File: config.mk
export PLATFORM = sky130hd
export DESIGN_NAME = mem_ctrl
export DESIGN_NICKNAME = d
export VERILOG_FILES = /design/src/rtl/mem_ctrl.sv
export SDC_FILE = /design/constraint.sdc
export NUM_CORES = 1
export LEC_CHECK = 0
export ABC_AREA = 0
export ABC_CLOCK_PERIOD_IN_PS = 10510
export CORE_ASPECT_RATIO = 1.2
export CORE_MARGIN = 2
export CORE_UTILIZATION = 55
export CTS_CLUSTER_DIAMETER = 30
export CTS_CLUSTER_SIZE = 30
export DETAILED_ROUTE_END_ITERATION = 8
export GPL_TIMING_DRIVEN = 0
export PLACE_DENSITY = 0.82
export SYNTH_ARGS = -nofsm -noshare
export SYNTH_HDL_FRONTEND = slang
export SYNTH_SLANG_ARGS = --single-unit
File: constraint.sdc
create_clock -name clk -period 10.51 [get_ports clk]
set_input_delay 1.5765 -clock clk [delete_from_list [all_inputs] [get_ports clk]]
set_output_delay 1.5765 -clock clk [all_outputs]
set_load 0.02 [all_outputs]
File: src/rtl/mem_ctrl.sv
// rtl/mem_ctrl.sv - byte-serial unified RAM controller for icache fills and LSU accesses
//
// Shares one 8-bit single-port RAM between icache line fills (LINE_BYTES)
// and load/store unit accesses (1, 2 or 4 bytes). One transfer runs at a
// time; assembled data is returned with a one-cycle done pulse.
//
// Optional feature macro: MEM_CTRL_RR_EN
//   defined   : round-robin arbitration between the two requesters
//   undefined : fixed priority, LSU over icache (no pointer register)
//
// Ports:
//   clk, rst        clock, synchronous active-high reset
//   rdy             global ready, low freezes the block
//   rb              rollback, aborts fills and loads
//   fc_ena/fc_addr  icache fill request and line base address
//   fc_done/fc_line fill complete pulse and fetched line
//   ls_ena/ls_wr    LSU request, 1=store 0=load
//   ls_addr/ls_len  start byte address, length code (0=1B 1=2B 3=4B)
//   ls_wdata        store data, little-endian
//   ls_done/ls_rdata LSU complete pulse and zero-extended load data
//   mem_din         RAM read byte (one cycle after mem_a)
//   mem_dout/mem_a/mem_wr RAM write byte, byte address, write strobe
//   io_buffer_full  I/O output buffer full, stalls I/O stores
module mem_ctrl #(
   parameter int         LINE_BYTES = 16,
   parameter logic [1:0] IO_ADDR_HI = 2'b11
) (
   input  logic                    clk,
   input  logic                    rst,
   input  logic                    rdy,
   input  logic                    rb,
   input  logic                    fc_ena,
   input  logic [31:0]             fc_addr,
   output logic                    fc_done,
   output logic [8*LINE_BYTES-1:0] fc_line,
   input  logic                    ls_ena,
   input  logic                    ls_wr,
   input  logic [31:0]             ls_addr,
   input  logic [1:0]              ls_len,
   input  logic [31:0]             ls_wdata,
   output logic                    ls_done,
   output logic [31:0]             ls_rdata,
   input  logic [7:0]              mem_din,
   output logic [7:0]              mem_dout,
   output logic [31:0]             mem_a,
   output logic                    mem_wr,
   input  logic                    io_buffer_full
);

   localparam int CW = $clog2(LINE_BYTES + 1);
   localparam int LW = 8 * LINE_BYTES;

   typedef enum logic [1:0] {IDLE, READ, WRITE, DONE} state_t;

   state_t        state;
   logic          own_fc;
   logic [31:0]   base;
   logic [CW-1:0] nbytes;
   // Offset currently presented on mem_a; for stores iss_vld means the
   // strobe for that offset is being driven this cycle.
   logic [CW-1:0] iss_off;
   logic          iss_vld;
   // Next byte to capture; bytes arrive in order so mem_din always holds
   // byte cap_ptr when din_vld is set.
   logic [CW-1:0] cap_ptr;
   logic          din_vld;
   // Set while frozen in READ so the first active edge re-issues from cap_ptr.
   logic          frozen;
   logic [LW-1:0] line_buf;
   logic [31:0]   wdata;

   logic          pick_fc;
   logic [CW-1:0] ls_n;
   logic [CW-1:0] iss_nxt;
   logic [CW-1:0] wr_k;
   logic [31:0]   wr_a;
   logic          wr_stall;
   logic          acc_stall;
   logic [LW-1:0] cap_line;

`ifdef MEM_CTRL_RR_EN
   logic rr_fc;  // 1: icache wins the next collision
   assign pick_fc = fc_ena && (!ls_ena || rr_fc);
`else
   assign pick_fc = fc_ena && !ls_ena;
`endif

   always_comb begin
      // Length code 2 is illegal and is handled as a word.
      ls_n      = (ls_len == 2'd2) ? CW'(4) : CW'(ls_len) + CW'(1);
      iss_nxt   = iss_off + CW'(1);
      // Store byte due at the coming edge: the next one after a completed
      // strobe, otherwise the held one.
      wr_k      = iss_vld ? iss_nxt : iss_off;
      wr_a      = base + 32'(wr_k);
      wr_stall  = (wr_a[17:16] == IO_ADDR_HI) && io_buffer_full;
      acc_stall = (ls_addr[17:16] == IO_ADDR_HI) && io_buffer_full;
      // Buffer including the byte captured at this edge, so the final byte
      // reaches fc_line/ls_rdata on the same edge that enters DONE.
      cap_line  = line_buf;
      cap_line[8*cap_ptr +: 8] = mem_din;
   end

   always_ff @(posedge clk) begin
      if (rst) begin
         state    <= IDLE;
         own_fc   <= 1'b0;
         base     <= '0;
         nbytes   <= '0;
         iss_off  <= '0;
         iss_vld  <= 1'b0;
         cap_ptr  <= '0;
         din_vld  <= 1'b0;
         frozen   <= 1'b0;
         line_buf <= '0;
         wdata    <= '0;
         fc_done  <= 1'b0;
         fc_line  <= '0;
         ls_done  <= 1'b0;
         ls_rdata <= '0;
         mem_a    <= '0;
         mem_dout <= '0;
         mem_wr   <= 1'b0;
`ifdef MEM_CTRL_RR_EN
         rr_fc    <= 1'b0;
`endif
      end else if (rb && (state == READ || state == DONE)) begin
         // Rollback drops reads; a store in WRITE is already committed.
         state   <= IDLE;
         fc_done <= 1'b0;
         ls_done <= 1'b0;
         mem_wr  <= 1'b0;
         iss_vld <= 1'b0;
         din_vld <= 1'b0;
         frozen  <= 1'b0;
      end else if (!rdy) begin
         mem_wr <= 1'b0;
         if (state == READ)
            frozen <= 1'b1;
         if (state == WRITE)
            iss_vld <= 1'b0;  // re-issue the held byte on resume
      end else begin
         case (state)
            IDLE: begin
               if (!rb && (fc_ena || ls_ena)) begin
                  own_fc   <= pick_fc;
                  base     <= pick_fc ? fc_addr : ls_addr;
                  mem_a    <= pick_fc ? fc_addr : ls_addr;
                  nbytes   <= pick_fc ? CW'(LINE_BYTES) : ls_n;
                  wdata    <= ls_wdata;
                  line_buf <= '0;
                  cap_ptr  <= '0;
                  iss_off  <= '0;
                  din_vld  <= 1'b0;
                  frozen   <= 1'b0;
`ifdef MEM_CTRL_RR_EN
                  rr_fc    <= !pick_fc;
`endif
                  if (!pick_fc && ls_wr) begin
                     state    <= WRITE;
                     mem_dout <= ls_wdata[7:0];
                     mem_wr   <= !acc_stall;
                     iss_vld  <= !acc_stall;
                  end else begin
                     state   <= READ;
                     mem_wr  <= 1'b0;
                     iss_vld <= 1'b1;
                  end
               end
            end

            READ: begin
               if (frozen) begin
                  frozen  <= 1'b0;
                  iss_off <= cap_ptr;
                  mem_a   <= base + 32'(cap_ptr);
                  iss_vld <= 1'b1;
                  din_vld <= 1'b0;
               end else begin
                  if (din_vld) begin
                     line_buf <= cap_line;
                     cap_ptr  <= cap_ptr + CW'(1);
                     if (cap_ptr == nbytes - CW'(1)) begin
                        state <= DONE;
                        if (own_fc) begin
                           fc_done <= 1'b1;
                           fc_line <= cap_line;
                        end else begin
                           ls_done  <= 1'b1;
                           ls_rdata <= cap_line[31:0];
                        end
                     end
                  end
                  din_vld <= iss_vld;
                  if (iss_vld) begin
                     if (iss_off == nbytes - CW'(1)) begin
                        iss_vld <= 1'b0;
                     end else begin
                        iss_off <= iss_nxt;
                        mem_a   <= base + 32'(iss_nxt);
                     end
                  end
               end
            end

            WRITE: begin
               if (iss_vld && iss_off == nbytes - CW'(1)) begin
                  state   <= DONE;
                  mem_wr  <= 1'b0;
                  iss_vld <= 1'b0;
                  ls_done <= 1'b1;
               end else begin
                  iss_off <= wr_k;
                  if (wr_stall) begin
                     mem_wr  <= 1'b0;
                     iss_vld <= 1'b0;
                  end else begin
                     mem_wr   <= 1'b1;
                     mem_a    <= wr_a;
                     mem_dout <= wdata[8*wr_k[1:0] +: 8];
                     iss_vld  <= 1'b1;
                  end
               end
            end

            DONE: begin
               state   <= IDLE;
               fc_done <= 1'b0;
               ls_done <= 1'b0;
            end

            default: state <= IDLE;
         endcase
      end
   end

endmodule
## Word level (Yosys, flattened, before mapping)

Index checks and enable logic that the tools add are counted.

- Bits of input ports: 114
- Register bits after elaboration: 416

- Bitwise logic cells: 4
- Shifts and indexed selects: 3
- Reduce and logical (&&, ||, !) cells: 37
- Add/subtract/negate cells: 8
- Eq/ne operators: 21
- Muxes and demuxes: 67

Operators by type and width:

| operator | count |
|---|---|
| two-way mux 128 bit | 3 |
| case mux 128 bit (2 select lines) | 1 |
| two-way mux 32 bit | 7 |
| bitwise mux 128 bit | 1 |
| variable shift 8 x 34 -> 128 bit (first input constant) | 1 |
| indexed part select 8 x 34 -> 128 bit | 1 |
| adder 32 x 5 -> 32 bit | 3 |
| case mux 32 bit (3 select lines) | 1 |
| two-way mux 5 bit | 9 |
| AND reduction 7 bit | 5 |
| negator 8 -> 34 bit | 1 |
| two-way mux 8 bit | 4 |
| indexed part select 32 x 6 -> 8 bit | 1 |
| two-way mux 1 bit | 24 |
| AND reduction 6 bit | 3 |
| != test 2 bit (second input constant) | 8 |
| case mux 8 bit (2 select lines) | 1 |
| case mux 5 bit (3 select lines) | 1 |
| two-way mux 2 bit | 6 |
| adder 5 x 1 -> 5 bit (second input constant) | 2 |
| == test 2 bit (second input constant) | 5 |
| == test 5 bit | 2 |
| case mux 5 bit (2 select lines) | 1 |
| nonzero test 2 bit | 5 |
| 21 further kinds | 44 |

## Depth between registers and ports, before layout

Gate-level depths: netlist of the first run.

- Depth after elaboration: 9
- Depth in mapped cells: 15

## Least setup slack after synthesis of the first run

OpenSTA, ideal clock, no wires.

- Path kind: register -> register
- Start: reg iss_off[0]
- End: reg mem_a[25]
- Setup slack: 6936 ps
- Period minus slack after synthesis: 3574 ps
- Data arrival time: 3456 ps
- Stages on the path, launching flop included: 14
- Path buffers: 2
- Cells stage by stage: dfxtp_1 -> clkbuf_1 -> xnor2_1 -> inv_1 -> ha_1 -> inv_1 -> fa_1 -> nor2b_1 -> o31a_1 -> o21ai_1 -> mux2_2 -> o31a_1 -> buf_2 -> o221a_2

- Word-level cells in the longest chain between the ends: 7
- Elaborated cells on any way between the ends: 18

RTL lines:

| item | line | RTL |
|---|---|---|
| start, declared | 61 | `logic [CW-1:0] iss_off;` |
| start signal, assigned | 175 | `iss_off <= cap_ptr;` |
| start signal, assigned | 199 | `iss_off <= iss_nxt;` |
| start signal, assigned | 213 | `iss_off <= wr_k;` |
| adder 5 x 1 -> 5 bit | 91 | `iss_nxt = iss_off + CW'(1);` |
| two-way mux 5 bit | 94 | `wr_k = iss_vld ? iss_nxt : iss_off;` |
| adder 32 x 5 -> 32 bit | 95 | `wr_a = base + 32'(wr_k);` |
| == test 2 bit | 96 | `wr_stall = (wr_a[17:16] == IO_ADDR_HI) && io_buffer_full;` |
| logical AND 1 bit | 96 |  |
| != test 2 bit (no line) | n/a |  |
| AND reduction 8 bit (no line) | n/a |  |
| end signal, assigned | 148 | `mem_a <= pick_fc ? fc_addr : ls_addr;` |
| end signal, assigned | 176 | `mem_a <= base + 32'(cap_ptr);` |
| end signal, assigned | 200 | `mem_a <= base + 32'(iss_nxt);` |
| end, declared | 45 | `output logic [31:0] mem_a,` |

Parallel ways exist; a longest one is shown, timed or not. The select of a mux whose other input is x is not followed.
A chain may end at the register's enable or synchronous reset.

## Worst setup path after layout of the first run

- Start: reg iss_off[1]
- End: reg mem_a[20]

The elaborated chain is that of the path after synthesis.

==> impl_metrics.csv, run 1 <==
group,metric,value,unit
outcome,status,"complete, no violations",
clock_tree,clk_path_buf_depth,3,
clock_tree,cts_resized,0,
clock_tree,postCtsHoldBufs,0,
drt,route.detailed.drc,0,
die,start_util,56.0,%
logic_synthesis,synth_seq_cells,414,
clock_tree,insertion_delay,580,ps
power,p_per_area,176,nW/um^2
logic_synthesis,yosysSeqAreaShare,43.2,%
drt,drt_iter0_markers,2421,
sta,setup_viol_count_final,0,
die,die-width,175,microns
logic_synthesis,ys_top_cells_by_area,"dfxtp_1 (43%), nor2_1 (8.6%), a211oi_1 (6.9%)",
worst_setup_path,reg2reg_slack,5350,ps
clock_tree,htree_levels,3,
logic_synthesis,netlist_instances,2373,
worst_setup_path,r2r_end,"mem_a[20]",
worst_setup_path,critPathRequiredTime,11010,ps
placed_design,routabilityCongestion,0.999,
sta,setup_tns,0,ps
die,ios,317,
drt,via_per_inst,6.36,
die,dieArea,36400,sq um
logic_synthesis,synth_warnings,0,
finish,drive_gt1_share,6.74,%
logic_synthesis,async_flop_share,0,%
finish,final_common_cell,"nor2_1",
worst_setup_path,start_kind,"flop",
clock_tree,clock_sinks,414,
logic_synthesis,synth.avg_cell_area,8.09,sq um
placed_design,port_buffers,306,
drt,wl,74400,microns
logic_synthesis,ys.flop_type,"dfxtp_1",
sta,final.min_clock_period,5160,ps
global_routing,overflow,0,
drt,vias,20700,
clock_tree,path_clk_slew,50,ps
sta,grt_setup_unrepaired,"false",
sta,maxSlewViolCount,0,
logic_synthesis,syn_area,19200,sq um
logic_synthesis,synth_cell_type_count,86,
drt,wl_per_cell,22.8,microns
worst_setup_path,crit_arrival,5660,ps
die,die_h,209,microns
worst_setup_path,crit_path_max_incr_delay,690,ps
drt,firstDrtPassIters,8,
hold_path,hp-class,"flop to flop",
sta,fmax,0.194,GHz
power,leakagePower,8.48,nW
worst_setup_path,crit_type,"flop to flop",
placed_design,dp_hpwl,54700,microns
die,num_rows,74,
hold_path,min_from,"mem_a[20]",
global_routing,grt_usage,39.4,%
global_routing,grt_max_degree,16,
clock_tree,root_buffer,"clkbuf_16",
logic_synthesis,syn_nets,2514,
finish,final_core_util,73.5,%
sta,tightestPinTransition,1290,ps
worst_setup_path,cp-end-kind,"flop",
worst_setup_path,worstPathCellList,"ha_1 > mux2i_1 > clkbuf_1 > inv_1 > ha_1 > a21oi_1 > o2111a_1 > nor3_2 > xnor2_1 > o31a_1 > clkbuf_1 > nand3_1 > a21oi_1",
finish,antennaDiodeCount,0,
sta,timing.final.crit_share,49.1,%
sta,finalHoldViolCount,0,
power,power.total,0.00444,W
logic_synthesis,synth_area_leader_cell,"dfxtp_1",
power,ir_worst_vdd,133,uV
clock_tree,cts_tree,"done",
global_routing,grt_pass1_vias,20500,
global_routing,antenna_found_initial,1,
worst_setup_path,r2r-start,"iss_off[1]",
logic_synthesis,synth_top_area_share,43.2,%
finish,final_nets,2891,
worst_setup_path,cp_max_fo,10,
clock_tree,cts_setup_buffers,0,
logic_synthesis,synth_edf_count,0,
global_routing,grt_pass1_wl,113000,microns
hold_path,whs_path_depth,2,
sta,slew_headroom,13.0,%
clock_tree,cts_inserted_buffers,68,
die,core,34300,sq um
hold_path,min_to,"mem_a[20]",
flow_run,maxCapViolations,0,
sta,skew,15.4,ps
worst_setup_path,reg2reg_depth,13,
finish,layout_common_cells,"nor2_1 (442), dfxtp_1 (414), clkdlybuf4s50_1 (306), nand2_1 (266), a211oi_1 (177)",
finish,area_growth,31.2,%
drt,ant_nets,0,
worst_setup_path,cp_slowest_cell,"clkbuf_1",
==> sequential cells by signal, summed over array words and instances (netlist names) <==
signal / count
ls_done: 1
base: 32
mem_dout: 8
wdata: 32
mem_a: 32
ls_rdata: 32
fc_done: 1
fc_line: 128
line_buf: 128
mem_wr: 1
cap_ptr: 5
iss_vld: 1
nbytes: 4
iss_off: 5
din_vld: 1
state: 2
frozen: 1
==> critical path, delay by kind of cell, from the launching register on <==
family	cells	cell delay, ps
buffers and inverters	3	1370
AOI/OAI and AO/OA	4	1220
adders and majority gates	2	620
xor gates and xnor gates	1	620
DFF	1	460
muxes	1	400
and+or+nand+nor	2	380
==> per-stage QoR <==
step           cell area [sq um]  hold WS [ps]  setup WS (ps)  std cells
2_1_floorplan              19200           425           6940       2373
3_3_place_gp               22800           434           5430       3135
3_5_place_dp               22800           446           5520       3136
4_1_cts                    25200           457           5480       3259
5_1_grt                    25200           475           5100       3259
6_report                   25200           454           5350       3259
==> how the worst max path moves through the flow <==
stage	start	end	slack, ps	depth (start not counted)
after global routing	iss_off[1]	mem_a[30]	5100	13
after global placement	rb	line_buf[15]	5430	8
after floorplan	iss_off[0]	mem_a[25]	6940	13
after CTS	iss_off[1]	mem_a[30]	5480	13
final	iss_off[1]	mem_a[20]	5350	13
after detailed placement	iss_off[1]	mem_a[20]	5520	13
==> power by group <==
group | internal, W | switching, W | leakage [nW] | total [W]
clock network | 0.00144 | 0.000837 | 1.14 | 0.00228
registers | 0.00161 | 0.0000331 | 3.35 | 0.00164
logic | 0.000178 | 0.000339 | 4.00 | 0.000517
==> cell usage after synthesis (all sizes together), types with 5 or more instances <==
library cell    n
and2            7
a22o           13
and3           16
dfxtp         414
a21oi         130
mux2            5
clkbuf        149
o2111ai         6
nor2b          21
a311oi         12
o211ai         14
a32oi           9
mux4            8
nand2         266
inv            44
o221ai          6
ha             25
nor3          116
o22ai           6
a31oi          12
mux2i          35
a21o            6
a2111oi        10
o32ai          32
a2bb2oi        11
a41oi           5
a22oi          44
xor2           11
o21a            6
nor4           11
a221oi          6
o311ai          6
xnor2          25
buf            49
o32a            8
or3             6
o21ai          74
nand3          46
o2bb2ai         8
nor2          444
nand4          14
a211oi        178
==> layout make-up <==
class	instances	area [sq um]
inverter	45	169
buffer	198	792
tap	456	571
fill	2631	9070
sequential	414	8290
clock inverter	41	460
multi-input combinational	1716	9960
timing repair buffer	307	3070
clock buffer	82	1880
==> per-layer routing <==
metal	part of all wire (%)	vias up	track usage (%)
met4	6.1	2	23.3
met3	9.7	323	7.75
met2	48	1342	68.4
li1	-	9275	-
met1	36	9799	45.0
met5	0.022	-	0
==> cells by family (layout without fill, tap and decap cells) <==
logic type                 Yosys count  after routing  share of synthesized area, %
buffers and inverters              243            673                          5.01
muxes                               48             48                          3.10
AOI/OAI and AO/OA                  637            637                          23.5
adders and majority gates           27             27                          1.84
and+or+nand+nor                    967            967                          21.6
xor gates and xnor gates            37             37                          1.77
DFF                                414            414                          43.2
Power figures use the tool's default switching activity.
==> inputs of run 2 (changes only) <==
--- a/config.mk
+++ b/config.mk
@@ -6,15 +6,15 @@
 export NUM_CORES = 1
 export LEC_CHECK = 0
 export ABC_AREA = 0
-export ABC_CLOCK_PERIOD_IN_PS = 10510
+export ABC_CLOCK_PERIOD_IN_PS = 4610
 export CORE_ASPECT_RATIO = 1.2
 export CORE_MARGIN = 2
-export CORE_UTILIZATION = 55
+export CORE_UTILIZATION = 49
 export CTS_CLUSTER_DIAMETER = 30
 export CTS_CLUSTER_SIZE = 30
 export DETAILED_ROUTE_END_ITERATION = 8
 export GPL_TIMING_DRIVEN = 0
-export PLACE_DENSITY = 0.82
+export PLACE_DENSITY = 0.77
 export SYNTH_ARGS = -nofsm -noshare
 export SYNTH_HDL_FRONTEND = slang
 export SYNTH_SLANG_ARGS = --single-unit
==> constraint.sdc (replaced) <==
create_clock -name clk -period 4.61 [get_ports clk]
set_input_delay 0.6915 -clock clk [delete_from_list [all_inputs] [get_ports clk]]
set_output_delay 0.6915 -clock clk [all_outputs]
set_load 0.02 [all_outputs]
==> run 2 against run 1 <==
Critical endpoint is now line_buf[65]. Hold slack worse by 3.4 ps. Register-to-register slack worse by 5100 ps. Critical path depth up 1.
==> impl_metrics.csv, run 2 (synthesis gave the netlist of run 1 again) <==
group,metric,value,unit
finish,layout_common_cells,"nor2_1 (442), dfxtp_1 (414), clkdlybuf4s50_1 (306), nand2_1 (266), a211oi_1 (177)",
worst_setup_path,path_buf_inv,7,
clock_tree,cts_inserted_buffers,74,
clock_tree,insertion_delay,600,ps
sta,setup_viol_count_final,0,
clock_tree,clock_sinks,414,
die,dieArea,40800,sq um
hold_path,hp-class,"flop to flop",
power,leakagePower,8.63,nW
power,ir_worst_vdd,279,uV
global_routing,grt_usage,34.4,%
sta,finalHoldViolCount,0,
worst_setup_path,r2r-start,"cap_ptr[0]",
worst_setup_path,cp_max_fo,10,
placed_design,port_buffers,306,
drt,drt_iter0_markers,1961,
drt,via_per_inst,6.09,
worst_setup_path,critPathRequiredTime,5070,ps
finish,final_common_cell,"nor2_1",
worst_setup_path,crit_path_max_incr_delay,420,ps
global_routing,grt_max_degree,14,
drt,firstDrtPassIters,6,
outcome,status,"complete, no violations",
worst_setup_path,cp_slowest_cell,"dfxtp_1",
drt,vias,20300,
worst_setup_path,crit_arrival,4780,ps
finish,final_nets,2896,
drt,ant_nets,0,
sta,setup_tns,0,ps
global_routing,grt_pass1_wl,110000,microns
worst_setup_path,r2r_end,"line_buf[65]",
finish,multi_input_area,9960,sq um
worst_setup_path,startpoint,"cap_ptr[0]",
sta,grt_setup_unrepaired,"false",
die,num_rows,79,
die,core,38700,sq um
finish,final_core_util,66.1,%
sta,tightestPinTransition,1280,ps
sta,maxSlewViolCount,0,
worst_setup_path,reg2reg_slack,290,ps
power,p_per_area,417,nW/um^2
finish,area_growth,33.4,%
worst_setup_path,reg2reg_depth,14,
die,die-width,185,microns
clock_tree,cts_setup_buffers,0,
worst_setup_path,cp_common_cell,"clkbuf_1",
global_routing,antenna_found_initial,0,
clock_tree,htree_levels,3,
placed_design,routabilityCongestion,0.945,
die,start_util,49.5,%
worst_setup_path,cp-end-kind,"flop",
sta,final.min_clock_period,4320,ps
finish,reg.largest.list,"fc_line: 128 flops, line_buf: 128 flops",
worst_setup_path,crit_type,"flop to flop",
placed_design,dp_hpwl,53400,microns
sta,slew_headroom,13.7,%
sta,fmax,0.231,GHz
clock_tree,path_clk_slew,50,ps
flow_run,maxCapViolations,0,
global_routing,overflow,0,
drt,route.detailed.drc,0,
finish,fill_cells,3287,
clock_tree,clk_path_buf_depth,3,
global_routing,grt_pass1_vias,20000,
finish,antennaDiodeCount,0,
clock_tree,root_buffer,"clkbuf_16",
drt,wl_per_cell,21.5,microns
sta,timing.final.crit_share,93.8,%
drt,wl,71900,microns
hold_path,whs_path_depth,2,
sta,skew,26.2,ps
die,die_h,221,microns
worst_setup_path,endpoint,"line_buf[65]",
worst_setup_path,path_delay_family,"buffers and inverters",
worst_setup_path,worstPathCellList,"buf_2 > inv_1 > ha_1 > buf_2 > nor3b_1 > ha_1 > clkbuf_1 > nor2b_1 > clkbuf_1 > and3_1 > clkbuf_1 > clkbuf_1 > o22ai_2 > a22o_1",
clock_tree,cts_tree,"done",
worst_setup_path,start_kind,"flop",
die,ios,317,
finish,regArea,8290,sq um
finish,drive_gt1_share,7.39,%
worst_setup_path,worst-path-stages,14,
-- run 2: changes by cell type in the layout (fill, tap and decap cells not counted), moves of 2 or more --
cell        before  now
clkinv_4         4    7
clkinv_8         1    3
clkbuf_16       71   76
inv_6           13    8
clkbuf_1       154  149
clkbuf_2         0    3
clkbuf_8         6    8
clkinvlp_4       6   10
bufinv_16        6   10
inv_8            0    3
-- run 2: worst min-delay path by stage --
stage | from | to | slack, ps
after floorplan | line_buf[32] | line_buf[32] | 420
after global placement | line_buf[39] | line_buf[39] | 430
after detailed placement | line_buf[57] | line_buf[57] | 440
after CTS | wdata[17] | wdata[17] | 450
after global routing | wdata[11] | wdata[11] | 460
final | wdata[31] | wdata[31] | 450
-- run 2: layout make-up --
cell class / count / area share, %
Multi-Input combinational cell: 1716 / 38.9
Sequential cell: 414 / 32.4
Timing Repair Buffer: 306 / 12.0
Clock buffer: 87 / 7.90
Buffer: 198 / 3.11
Tap cell: 526 / 2.57
Clock inverter: 50 / 2.48
Inverter: 45 / 0.660
-- run 2: repair_timing --
item / 4_1_cts / 5_1_grt
hold buffers: 0 / 0
endpoints found under the setup margin: 23 / 5
gates resized for setup: 3 / 2
-- run 2: routing by layer --
| layer | GRT usage (%) | wire length (microns) |
|---|---|---|
| met1 | 40.1 | 27100 |
| met3 | 7.77 | 6630 |
| met4 | 19.4 | 4030 |
| met5 | 0 | 0 |
| met2 | 58.0 | 34200 |
-- run 2: power by group --
group	switching [W]	internal [W]	total [W]	leakage, nW
Sequential	0.0000753	0.00367	0.00374	3.35
Combinational	0.000756	0.000404	0.00116	4.00
Clock	0.00201	0.00375	0.00576	1.28
Total	0.00284	0.00782	0.0107	8.63
-- run 2: tightest hold or removal path: stages, from the launching register on --
cell,delay (ps)
dfxtp_1,300
nand2_1,50
a21oi_1,50
-- run 2: per-stage QoR --
step                setup slack (ps)  instance area (sq um)  cells  hold WS (ps)  total power, W
floorplan                       1040                  19200   2373           425         0.00444
global placement                -305                  22900   3205           434         0.00491
detailed placement              -312                  22900   3205           442         0.00493
CTS                              114                  25600   3342           450          0.0106
global route                    22.6                  25600   3342           462          0.0109
finish                           288                  25600   3342           451          0.0107
